## src/rtl/gate_bus_serializer_pkg.sv

```systemverilog
`default_nettype none
// ============================================================================
// Module      : gate_bus_serializer_pkg
// Description : Shared baseblocks constants, FSM state encoding and clog2
//               helper for the gate-bus parallel-to-serial stage.
// Revision    : 1.0 - initial release
// ============================================================================
package gate_bus_serializer_pkg;

   // Shift direction selectors
   localparam int c_lsb_first   = 0;
   localparam int c_msb_first   = 1;

   // SCLR versus CE interaction selectors
   localparam int c_override    = 0;
   localparam int c_no_override = 1;

   // Serializer FSM encoding
   typedef enum logic [0:0] {
      ST_IDLE  = 1'b0,
      ST_SHIFT = 1'b1
   } state_t;

   // Ceiling log2; returns 0 for values of 0 or 1
   function automatic int clog2(input int value);
      int result;
      result = 0;
      for (int i = 0; i < 31; i++) begin
         if ((1 << i) < value) begin
            result = i + 1;
         end
      end
      return result;
   endfunction

endpackage : gate_bus_serializer_pkg
`default_nettype wire

```

## src/rtl/gate_bus_serializer_if.sv

```systemverilog
`default_nettype none
// ============================================================================
// Module      : gate_bus_serializer_if
// Description : Parallel-load and serial-out handshake bundle. The master
//               side supplies words and consumes serial bits; the slave side
//               is the serializer itself.
// Revision    : 1.0 - initial release
// ============================================================================
interface gate_bus_serializer_if #(
   parameter int C_WIDTH = 16
) ();

   logic [C_WIDTH-1:0] d;
   logic               d_valid;
   logic               d_ready;
   logic               so;
   logic               so_valid;
   logic               so_ready;
   logic               so_last;
   logic               busy;

   modport master (
      output d, d_valid, so_ready,
      input  d_ready, so, so_valid, so_last, busy
   );

   modport slave (
      input  d, d_valid, so_ready,
      output d_ready, so, so_valid, so_last, busy
   );

endinterface : gate_bus_serializer_if
`default_nettype wire

```

## src/rtl/gate_bus_serializer_shreg.sv

```systemverilog
`default_nettype none
// ============================================================================
// Module      : gate_bus_serializer_shreg
// Description : Loadable shift register with zero fill, selectable shift
//               direction and a serial-out tap at the output end.
//               Priority: aclr > clr > load > shift.
// Revision    : 1.0 - initial release
// ============================================================================
module gate_bus_serializer_shreg
   import gate_bus_serializer_pkg::*;
#(
   parameter int C_WIDTH     = 16,
   parameter int C_SHIFT_DIR = 0
) (
   input  logic               clk,
   input  logic               aclr,
   input  logic               clr,
   input  logic               load,
   input  logic               shift,
   input  logic [C_WIDTH-1:0] din,
   output logic               so
);

   logic [C_WIDTH-1:0] r_shreg;
   logic [C_WIDTH-1:0] w_shifted;

   generate
      if (C_SHIFT_DIR == c_lsb_first) begin : g_lsb
         // Bit 0 leaves first; data moves down and zeros enter at the top
         assign w_shifted = r_shreg >> 1;
         assign so        = r_shreg[0];
      end else begin : g_msb
         // Top bit leaves first; data moves up and zeros enter at bit 0
         assign w_shifted = r_shreg << 1;
         assign so        = r_shreg[C_WIDTH-1];
      end
   endgenerate

   // Shift register: clear, parallel load or one-position shift
   always_ff @(posedge clk or posedge aclr) begin
      if (aclr) begin
         r_shreg <= '0;
      end else if (clr) begin
         r_shreg <= '0;
      end else if (load) begin
         r_shreg <= din;
      end else if (shift) begin
         r_shreg <= w_shifted;
      end
   end

endmodule : gate_bus_serializer_shreg
`default_nettype wire

```

## src/rtl/gate_bus_serializer.sv

```systemverilog
`default_nettype none
// ============================================================================
// Module      : gate_bus_serializer
// Description : Parallel-to-serial stage for the registered gate-bus output.
//               Accepts one word per handshake and emits it one bit per
//               serial transfer with valid/ready backpressure. A word can be
//               reloaded on the final bit transfer so consecutive words run
//               without an idle cycle. Honours optional CE and SCLR.
// Revision    : 1.0 - initial release
// ============================================================================
module gate_bus_serializer
   import gate_bus_serializer_pkg::*;
#(
   parameter int C_WIDTH       = 16,
   parameter int C_SHIFT_DIR   = 0,
   parameter int C_HAS_CE      = 0,
   parameter int C_HAS_SCLR    = 0,
   parameter int C_SYNC_ENABLE = 0
) (
   input  logic                 clk,
   input  logic                 aclr,
   input  logic                 ce,
   input  logic                 sclr,
   gate_bus_serializer_if.slave bus
);

   // Counter holds bits remaining after the current one; at least one bit wide
   localparam int c_cnt_w = (clog2(C_WIDTH) < 1) ? 1 : clog2(C_WIDTH);
   localparam logic [c_cnt_w-1:0] c_cnt_max      = c_cnt_w'(C_WIDTH - 1);
   localparam logic [c_cnt_w-1:0] c_cnt_one      = c_cnt_w'(1);
   localparam logic               c_last_on_load = (C_WIDTH == 1);

   state_t               r_state;
   logic [c_cnt_w-1:0]   r_cnt;
   logic                 r_last;

   logic                 w_en;
   logic                 w_sclr_eff;
   logic                 w_valid;
   logic                 w_xfer;
   logic                 w_last_xfer;
   logic                 w_ready;
   logic                 w_load;
   logic                 w_shift;

   // Effective enable and clear; SCLR either overrides CE or waits for it
   assign w_en       = (C_HAS_CE != 0) ? ce : 1'b1;
   assign w_sclr_eff = (C_HAS_SCLR == 0)              ? 1'b0 :
                       (C_SYNC_ENABLE == c_override)  ? sclr :
                                                        (sclr & w_en);

   assign w_valid     = (r_state == ST_SHIFT);
   assign w_xfer      = w_valid & bus.so_ready & w_en;
   assign w_last_xfer = w_xfer & (r_cnt == '0);

   // A new word is accepted when idle or while the final bit is leaving
   assign w_ready = ~aclr & w_en & ~w_sclr_eff & ((r_state == ST_IDLE) | w_last_xfer);
   assign w_load  = bus.d_valid & w_ready;
   assign w_shift = w_xfer & (r_cnt != '0);

   gate_bus_serializer_shreg #(
      .C_WIDTH     (C_WIDTH),
      .C_SHIFT_DIR (C_SHIFT_DIR)
   ) u_shreg (
      .clk   (clk),
      .aclr  (aclr),
      .clr   (w_sclr_eff),
      .load  (w_load),
      .shift (w_shift),
      .din   (bus.d),
      .so    (bus.so)
   );

   // Control FSM: state, remaining-bit counter and registered last flag
   always_ff @(posedge clk or posedge aclr) begin
      if (aclr) begin
         r_state <= ST_IDLE;
         r_cnt   <= '0;
         r_last  <= 1'b0;
      end else if (w_sclr_eff) begin
         r_state <= ST_IDLE;
         r_cnt   <= '0;
         r_last  <= 1'b0;
      end else if (w_en) begin
         case (r_state)
            ST_IDLE: begin
               if (w_load) begin
                  r_state <= ST_SHIFT;
                  r_cnt   <= c_cnt_max;
                  r_last  <= c_last_on_load;
               end
            end
            ST_SHIFT: begin
               if (w_xfer) begin
                  if (r_cnt != '0) begin
                     r_cnt  <= r_cnt - c_cnt_one;
                     r_last <= (r_cnt == c_cnt_one);
                  end else if (w_load) begin
                     r_cnt  <= c_cnt_max;
                     r_last <= c_last_on_load;
                  end else begin
                     r_state <= ST_IDLE;
                     r_last  <= 1'b0;
                  end
               end
            end
            default: begin
               r_state <= ST_IDLE;
               r_cnt   <= '0;
               r_last  <= 1'b0;
            end
         endcase
      end
   end

   assign bus.d_ready  = w_ready;
   assign bus.so_valid = w_valid;
   assign bus.busy     = w_valid;
   assign bus.so_last  = r_last;

endmodule : gate_bus_serializer
`default_nettype wire

```

## src/flat_wrapper.sv

```systemverilog
// flat-port wrapper written by rule: the top's interface ports become plain ports
module gate_bus_serializer_flat import gate_bus_serializer_pkg::*;
#(
   parameter int C_WIDTH       = 16,
   parameter int C_SHIFT_DIR   = 0,
   parameter int C_HAS_CE      = 0,
   parameter int C_HAS_SCLR    = 0,
   parameter int C_SYNC_ENABLE = 0
)
  (clk, aclr, ce, sclr, bus_d, bus_d_valid, bus_so_ready, bus_d_ready, bus_so, bus_so_valid, bus_so_last, bus_busy);
  gate_bus_serializer_if #(.C_WIDTH(C_WIDTH)) bus_i ();
  input  logic clk;
  input  logic aclr;
  input  logic ce;
  input  logic sclr;
  input wire logic [$bits(bus_i.d)-1:0] bus_d;
  input wire logic [$bits(bus_i.d_valid)-1:0] bus_d_valid;
  input wire logic [$bits(bus_i.so_ready)-1:0] bus_so_ready;
  output wire logic [$bits(bus_i.d_ready)-1:0] bus_d_ready;
  output wire logic [$bits(bus_i.so)-1:0] bus_so;
  output wire logic [$bits(bus_i.so_valid)-1:0] bus_so_valid;
  output wire logic [$bits(bus_i.so_last)-1:0] bus_so_last;
  output wire logic [$bits(bus_i.busy)-1:0] bus_busy;
  assign bus_i.d = bus_d;
  assign bus_i.d_valid = bus_d_valid;
  assign bus_i.so_ready = bus_so_ready;
  assign bus_d_ready = bus_i.d_ready;
  assign bus_so = bus_i.so;
  assign bus_so_valid = bus_i.so_valid;
  assign bus_so_last = bus_i.so_last;
  assign bus_busy = bus_i.busy;
  gate_bus_serializer #(.C_WIDTH(C_WIDTH), .C_SHIFT_DIR(C_SHIFT_DIR), .C_HAS_CE(C_HAS_CE), .C_HAS_SCLR(C_HAS_SCLR), .C_SYNC_ENABLE(C_SYNC_ENABLE)) u_core (.clk(clk), .aclr(aclr), .ce(ce), .sclr(sclr), .bus(bus_i));
endmodule
```

## config.mk

```make
export PLATFORM = sky130hd
export DESIGN_NAME = gate_bus_serializer_flat
export DESIGN_NICKNAME = d
export VERILOG_FILES = /design/src/rtl/gate_bus_serializer_pkg.sv /design/src/rtl/gate_bus_serializer_if.sv /design/src/rtl/gate_bus_serializer_shreg.sv /design/src/rtl/gate_bus_serializer.sv /design/src/flat_wrapper.sv
export SDC_FILE = /design/constraint.sdc
export NUM_CORES = 1
export LEC_CHECK = 0
export CORE_MARGIN = 2
export CORE_UTILIZATION = 52
export DETAILED_ROUTE_END_ITERATION = 10
export PLACE_DENSITY = 0.8
export SLEW_MARGIN = 5
export SYNTH_ARGS = -nofsm -noshare
export SYNTH_HDL_FRONTEND = slang
export SYNTH_HIERARCHICAL = 1
export SYNTH_SLANG_ARGS = --single-unit
```

## constraint.sdc

```tcl
create_clock -name clk -period 4.72 [get_ports clk]
set_clock_uncertainty 0.05 [all_clocks]
set_input_delay 0.472 -clock clk [delete_from_list [all_inputs] [get_ports clk]]
set_output_delay 0.472 -clock clk [all_outputs]
set_load 0.005 [all_outputs]
```

* Word level (Yosys, flattened, before mapping) *
Index checks and enable logic that the tools add are counted.

storage, ports and cells
  flip-flop bits (word level) = 22
  bits in latches = 0
  bits in writable memories = 0
  bits in read-only memories = 0
  input port bits = 22
  output and inout port bits = 5
  word-level logic and storage cells = 34
  memories kept = 0

cells by class
  add/sub/neg operators = 1
  $mul = 0
  divide/modulo/power cells = 0
  order comparisons = 0
  eq/ne operators = 3
  shifts and indexed selects = 0
  multiplexer cells = 14
  bitwise gates (word level) = 8
  reduce and logical (&&, ||, !) cells = 4

operators by type and width
  operator             number
  $mux 16              2
  $mux 4               3
  $pmux 4 s2           1
  $mux 1               6
  $and 1x1->1          5
  $eq 4x1->1 const B   1
  $logic_not 4->1      1
  $ne 2x2->1 const B   2
  $pmux 1 s2           2
  $reduce_bool 4->1    1
  $sub 4x1->4 const B  1
  $not 1->1            2
  $reduce_and 2->1     1
  $reduce_bool 2->1    1
  $or 1x1->1           1

* Longest topological paths before layout *
Gate-level depths: netlist of the first run.

  depth in word-level cells = 9
  gate-level depth with buffers = 8
  mapped depth without buffers = 6

* Cells and area by module *
The synthesis of the first run kept the hierarchy.

modules (own cells, without submodules)
  module                     times used  cells an instance  area each (µm²)  sequential area each (µm²)
  gate_bus_serializer_shreg  1           72                 848.3            400.4
  gate_bus_serializer        1           50                 431.7            150.1

* Least setup slack after synthesis of the first run *
No wires, ideal clock.

  path type = register to register
  from = register u_core.r_cnt[0]
  to = register u_core.u_shreg.r_shreg[11]
  setup time = 94 ps
  arrival time = 1644 ps
  required time = 4576 ps
  slack = 2932 ps
  cell stages (with the launch flop) = 9
  buffers on the path = 2
  clock period less this slack = 1788 ps
  cell sequence = dfrtp_1 inv_1 ha_1 nor3b_2 nor2_1 buf_6 buf_12 mux2i_1 a211oi_1

on the way
  elaborated cells on any way between the ends = 9
  those cells by class = mux: 1; bitwise: 5; reduce/logical: 3

RTL lines
  what                                line                             text
  start: declaration                  gate_bus_serializer.sv:34        logic [c_cnt_w-1:0] r_cnt;
  start signal: assignment            gate_bus_serializer.sv:89        r_cnt <= c_cnt_max;
  start signal: assignment            gate_bus_serializer.sv:96        r_cnt <= r_cnt - c_cnt_one;
  start signal: assignment            gate_bus_serializer.sv:99        r_cnt <= c_cnt_max;
  $reduce_bool 4->1                   gate_bus_serializer.sv:59        assign w_shift = w_xfer & (r_cnt != '0);
  $and 1x1->1                         gate_bus_serializer.sv:59
  named net u_core.w_shift            gate_bus_serializer.sv:44        logic w_shift;
  $reduce_bool 2->1 (no source line)  n/a
  end signal: assignment              gate_bus_serializer_shreg.sv:46  r_shreg <= din;
  end signal: assignment              gate_bus_serializer_shreg.sv:48  r_shreg <= w_shifted;
  end: declaration                    gate_bus_serializer_shreg.sv:24  logic [C_WIDTH-1:0] r_shreg;

The timed path passes the listed nets, and every way through them passes these cells.
A chain may end at the register's enable or synchronous reset.

* Final worst setup path of the first run *
  from = input port bus_so_ready
  to = output port bus_d_ready

on the way
  cells in the longest elaborated chain, start to end = 4

ends and longest elaborated chain
  what                line                       text
  start: declaration  flat_wrapper.sv:18         input wire logic [$bits(bus_i.so_ready)-1:0] bus_so_ready;
  $and 1x1->1         gate_bus_serializer.sv:53  assign w_xfer = w_valid & bus.so_ready & w_en;
  $and 1x1->1         gate_bus_serializer.sv:54  assign w_last_xfer = w_xfer & (r_cnt == '0);
  $or 1x1->1          gate_bus_serializer.sv:57  assign w_ready = ~aclr & w_en & ~w_sclr_eff & ((r_state == ST_IDLE) | w_last_xfer);
  $and 1x1->1         gate_bus_serializer.sv:57
  end: declaration    flat_wrapper.sv:19         output wire logic [$bits(bus_i.d_ready)-1:0] bus_d_ready;

No other way between the ends.

==> results of run 1 <==
flip-flops by register name, summed over array words and instances (netlist names):
name and flops:
u_core/bus.busy 1, u_core/bus.so_last 1, u_core/r_cnt 4, u_core/u_shreg/r_shreg 16
cell families (layout without fill, tap and decap cells):
| kind of cell | Yosys count | count (layout) | share of synthesized area |
|---|---|---|---|
| AND/OR/NAND/NOR | 36 | 36 | 0.1730 |
| AO/OA/AOI/OAI | 29 | 29 | 0.1720 |
| flip-flops | 22 | 22 | 0.4301 |
| buffers and inverters | 16 | 38 | 0.07527 |
| multiplexers | 15 | 15 | 0.1173 |
| adder cells (fa/ha/maj) | 3 | 3 | 0.02933 |
| other | 1 | 1 | 0.002930 |
layout make-up:
cell class	instances	area, µm²
Clock buffer	4	36.28
Inverter	8	30.03
Timing Repair Buffer	26	255.2
Multi-Input combinational cell	84	633.1
Fill cell	182	735.7
Sequential cell	22	550.5
Tap cell	28	35.03
critical path: stages:
cell and delay [ns]:
clkdlybuf4s50_1 0.59, nor2b_1 0.24, a31oi_1 0.14, nor2_1 0.10, clkdlybuf4s50_1 0.50
layer usage:
layer	GRT usage	up-vias	part of all wire
li1	-	476	-
met4	0.07692	0	0.010
met1	0.2577	449	0.45
met5	0	-	0
met3	0.02778	4	0.030
met2	0.3354	12	0.51
worst paths after layout:
kind	cells after the start	end
max	5	bus_d_ready
min	2	u_core/r_cnt[0]$_DFFE_PP0P_
max reg2reg	7	u_core/u_shreg/r_shreg[15]$_DFFE_PP0P_
min reg2reg	2	u_core/bus.so_last$_DFFE_PP0P_
max in group asynchronous	2	u_core/u_shreg/r_shreg[8]$_DFFE_PP0P_
min in group clk	2	u_core/bus.so_last$_DFFE_PP0P_
report_power, final:
part / internal (W) / switching, W
registers: 0.000222 / 0.0000383
clock network: 0.0000470 / 0.0000553
logic: 0.000107 / 0.000104
total: 0.000376 / 0.000197
cells in the mapped netlist, types with 2 or more instances:
library cell / n
nor2b_1: 17
mux2i_1: 15
buf_4: 3
a21oi_1: 3
nand2b_1: 4
nand2_1: 2
ha_1: 3
nand3_1: 2
o21ai_0: 2
a211oi_2: 4
o22ai_1: 2
nor2_1: 4
inv_1: 8
a211oi_1: 13
clkbuf_1: 2
dfrtp_1: 22
stage by stage:
| step | hold slack (ns) | util | setup WS, ns | cells |
|---|---|---|---|---|
| 2_1_floorplan | 0.2130 | - | 2.932 | 122 |
| 4_1_cts | 0.4275 | 0.6767 | 2.158 | 172 |
| 5_1_grt | 0.4405 | 0.6767 | 2.034 | 172 |
| 3_3_place_gp | 0.4576 | 0.6608 | 2.197 | 168 |
| 6_report | 0.4343 | 0.6767 | 2.159 | 172 |
| 3_5_place_dp | 0.5204 | 0.6608 | 2.160 | 168 |
layout by cell type (no fill, tap or decap), types with 2 or more instances in the layout:
| cell | count |
|---|---|
| nor2b_1 | 17 |
| mux2i_1 | 15 |
| a211oi_2 | 4 |
| nand3_1 | 2 |
| ha_1 | 3 |
| dfrtp_1 | 22 |
| clkdlybuf4s50_1 | 24 |
| buf_4 | 2 |
| nor2_1 | 4 |
| o21ai_0 | 2 |
| a211oi_1 | 13 |
| o22ai_1 | 2 |
| a21oi_1 | 3 |
| clkbuf_4 | 3 |
| nand2b_1 | 4 |
| nand2_1 | 2 |
| inv_1 | 8 |
==> metrics.txt, run 1 <==
ant diodes=0; Max Fanout on Critical Path=7; Clock Latency Late Sink=0.30 ns; critical path launch point=bus_so_ready; Num CTS Buffers=3; die area=2875 µm²; number of synthesized register bits=22; Initial Utilization=0.5624; vias in the first global route=around 940; Setup Buffers After CTS=0; Final TNS setup=0 ns; max-slew violations=0; # port buffers=24; Post-Syn Area=1280 µm²; Max Freq=0.3904 GHz; Synth area leader=dfrtp_1; count of different cell masters after synthesis=32; final worst path period share=0.5427; Finished Cell Area=1540 µm²; Die Wd=53.62 µm; worst reg-to-reg setup slack=2.62 ns; syn avg cell area=10.49 µm²; CTS tree=done; Overflow after GRT=0; worst hold path type=input pin to async pin; total of max-cap violations=0; top cells by area, synth=dfrtp_1 43%, mux2i_1 12%, nor2b_1 8.3%; Power, Total=0.0005735 W; first-pass GRT wire length=roughly 4100 µm; initial antenna violation count=0; post-synthesis cell count=122; data arrival time of the worst path=2.04 ns; HPWL Detailed=1832 µm; status=finished clean; num rows=17; WL final=between 2000 and 2500 µm; critical path capture point type=output pin; H-tree levels=1; crit path launch type=input pin; Setup-failing EPs final=0; Net count, final=170; Slew Limit Headroom=0.5873; gr usage total=0.1985; Yosys warnings=6; asr flop ratio synth=1.000; number of synthesized flops with an enable pin=0; Worst-Margin Slew=0.6183 ns; Initial DRC Count=8; Post-Syn Nets=147; DR vias=941; vias per inst=5.471; # clock sinks=22; CP Class=input pin to output pin; Peak supply drop=0.2513 mV; CTS root buffer=clkbuf_4; ys flop type=dfrtp_1; leak pwr=0.6730 nW; Tmin final=about 2.6 ns; routed len/inst=14.42 µm; core outline area=approximately 2300 µm²; IO Count=27; RePlAce Congestion=0.7833; Power Dens Cells=372.4 nW/µm²; clock buffer depth=2; Residual DRC=0; dpl cell area=1504 µm²; Yosys top cell area share=0.4301; Die Span Y=53.62 µm; layout cells sized above 1=0.07639; r2r startpoint=u_core/r_cnt[0]$_DFFE_PP0P_; Final ANT Viol Nets=0; CTS Hold Bufs=0; clock slew seen by the registers of the worst setup and hold paths=0.12 ns; RSZ-0062 raised after global routing=false; largest net degree at the start of global routing=18; sequential cell area fraction in the yosys report=0.4301; DR pass1 iterations=3; Critical Path RT=4.20 ns; P&R area growth vs syn=20.33%; final hold viol count=0; post_cts resized=0
Note: power is estimated with default switching activity, not from simulation.
==> run 2: changes to the inputs <==
CORE_UTILIZATION = 50   (was 52)
PLACE_DENSITY = 0.78   (was 0.8)
clock period = 2.7 ns   (was 4.72 ns; I/O delays follow)
==> metrics.txt, run 2 (same netlist as run 1, synthesis figures left out) <==
Net count, final=171 (was 170); CTS tree=done (unchanged); most common cell after layout, fill and taps aside=clkdlybuf4s50_1 (unchanged); dpl cell area=1514 µm² (was 1504 µm²); DR top layer=met4 (unchanged); RePlAce Congestion=0.7643 (was 0.7833); Setup-failing EPs final=0 (unchanged); Die Span Y=54.60 µm (was 53.62 µm); Worst-Margin Slew=0.6130 ns (was 0.6183 ns); vias in the first global route=925 (was 938); data arrival time of the worst path=1.84 ns (was 2.04 ns); largest net degree at the start of global routing=17 (was 18); die area=2981 µm² (was 2875 µm²); final worst path period share=0.7989; Clock Latency Late Sink=0.30 ns (about the same); Num CTS Buffers=3 (unchanged); # clock sinks=22 (unchanged); status=finished clean (unchanged); clock slew seen by the registers of the worst setup and hold paths=0.12 ns (about the same); leak pwr=0.6785 nW (was 0.6730 nW); worst hold path type=input pin to async pin (unchanged); Clock Power Share=0.179 (was 0.178); CTS Hold Bufs=0 (unchanged); IO Count=27 (unchanged); Residual DRC=0 (unchanged); Finished Cell Area=1550 µm² (was 1540 µm²); Critical Path RT=2.38 ns (was 4.20 ns); switching share of power=0.3412 (was 0.3442); final hold viol count=0 (unchanged); vias per inst=5.400 (was 5.471); initial antenna violation count=0 (unchanged); HPWL Detailed=1933 µm (was 1832 µm); CP Class=flip-flop to output pin (was input pin to output pin); Top Registers=u_core/u_shreg/r_shreg (16), u_core/r_cnt (4) (unchanged); Die Wd=54.60 µm (was 53.62 µm); # port buffers=24 (unchanged); metal3 WL=89 µm (was 74 µm); Fillers=207 (was 182); Final TNS setup=0 ns (unchanged); clock buffer depth=2 (unchanged); DR WL met2=1314 µm (was 1256 µm); crit path launch type=flip-flop (was input pin); layout cells sized above 1=0.08276 (was 0.07639); most frequent cells in the layout=24 x clkdlybuf4s50_1, 22 x dfrtp_1, 17 x nor2b_1, 15 x mux2i_1, 13 x a211oi_1 (unchanged); Initial Utilization=0.5214 (was 0.5624); P&R area growth vs syn=21.11% (was 20.33%); met1 wire length=1159 µm (was 1125 µm); core outline area=2455 µm² (was 2276 µm²); Max Fanout on Critical Path=5 (was 7); num rows=18 (was 17); Slew Limit Headroom=0.5909 (was 0.5873); CTS root buffer=clkbuf_4 (unchanged); Final ANT Viol Nets=0 (unchanged); gr usage total=0.1984 (was 0.1985); Largest Register=u_core/u_shreg/r_shreg (unchanged); Overflow after GRT=0 (unchanged); Tmin final=2.157 ns; max reg flops=16 (unchanged); Initial DRC Count=11 (was 8); DR vias=945 (was 941); RSZ-0062 raised after global routing=false (unchanged); critical path capture point type=output pin (unchanged); first-pass GRT wire length=4133 µm (was 4140 µm); total of max-cap violations=0 (unchanged); routed len/inst=14.73 µm (was 14.42 µm); Flop pwr share=0.454 (about the same); max-slew violations=0 (unchanged); Power Dens Cells=645.7 nW/µm² (was 372.4 nW/µm²); H-tree levels=1 (unchanged); post_cts resized=0 (unchanged); Peak supply drop=0.4851 mV (was 0.2513 mV); cell-internal power=0.0006595 W (was 0.0003761 W); switching pwr=0.0003415 W (was 0.0001974 W); DR pass1 iterations=4 (was 3); Logic pwr share=0.366 (was 0.368); Max Freq=roughly 0.46 GHz; WL final=2578 µm (was 2481 µm); ant diodes=0 (unchanged); Setup Buffers After CTS=0 (unchanged)
run 2: cell types whose count changed in the layout (fill, tap and decap cells not counted):
cell and change:
buf_4 +1
run 2: area by class of cell:
type	instances	area, µm²	area share
clock buffers	4	36.28	0.02341
inverters	8	30.03	0.01937
multi-input cells	84	633.1	0.4084
flip-flops and latches	22	550.5	0.3551
well taps	30	37.54	0.02421
repair buffers	27	262.8	0.1695
run 2: worst paths after layout:
path                                                start                                      to  slack [ns]  cells after the start
setup / recovery              u_core/r_cnt[0]$_DFFE_PP0P_                             bus_d_ready        0.54                      5
hold / removal                                       aclr          u_core/bus.so_last$_DFFE_PP0P_        0.22                      2
setup reg to reg              u_core/r_cnt[0]$_DFFE_PP0P_  u_core/u_shreg/r_shreg[11]$_DFFE_PP0P_        0.57                      6
hold reg to reg            u_core/bus.so_last$_DFFE_PP0P_          u_core/bus.so_last$_DFFE_PP0P_        0.50                      2
max in group asynchronous                            aclr   u_core/u_shreg/r_shreg[7]$_DFFE_PP0P_        1.83                      2
min in group clk                                bus_d[15]  u_core/u_shreg/r_shreg[15]$_DFFE_PP0P_        0.48                      3
run 2: layer usage:
layer	vias up	GRT usage
met5	-	0
met4	0	0.07500
met3	2	0.02732
met2	13	0.3353
met1	452	0.2552
li1	478	-
run 2: through the flow:
step / utilization / instances / worst slack [ns] / hold WS (ns) / power (W)
final: 0.6315 / 175 / 0.5429 / 0.2210 / 0.001001
after detailed placement: 0.6167 / 171 / 0.2879 / 0.4714 / 0.0008289
after floorplan: - / 122 / 0.9117 / 0.01096 / 0.0007350
after global placement: 0.6167 / 171 / 0.3715 / 0.4628 / 0.0008061
after global routing: 0.6315 / 175 / 0.3842 / 0.2332 / 0.001082
after CTS: 0.6315 / 175 / 0.5200 / 0.2166 / 0.001011
run 2: power groups by stage:
stage	clock network, W	registers [W]	logic [W]
floorplan	0	0.000437	0.000298
global placement	0	0.000454	0.000352
detailed placement	0	0.000460	0.000369
CTS	0.000188	0.000454	0.000370
global route	0.000205	0.000465	0.000412
finish	0.000179	0.000455	0.000367
run 2: worst max-delay path, stage by stage, from the launching register on:
cell and delay [ns]:
dfrtp_1 0.44, inv_1 0.12, ha_1 0.23, a31oi_1 0.13
nor2_1 0.10, clkdlybuf4s50_1 0.51
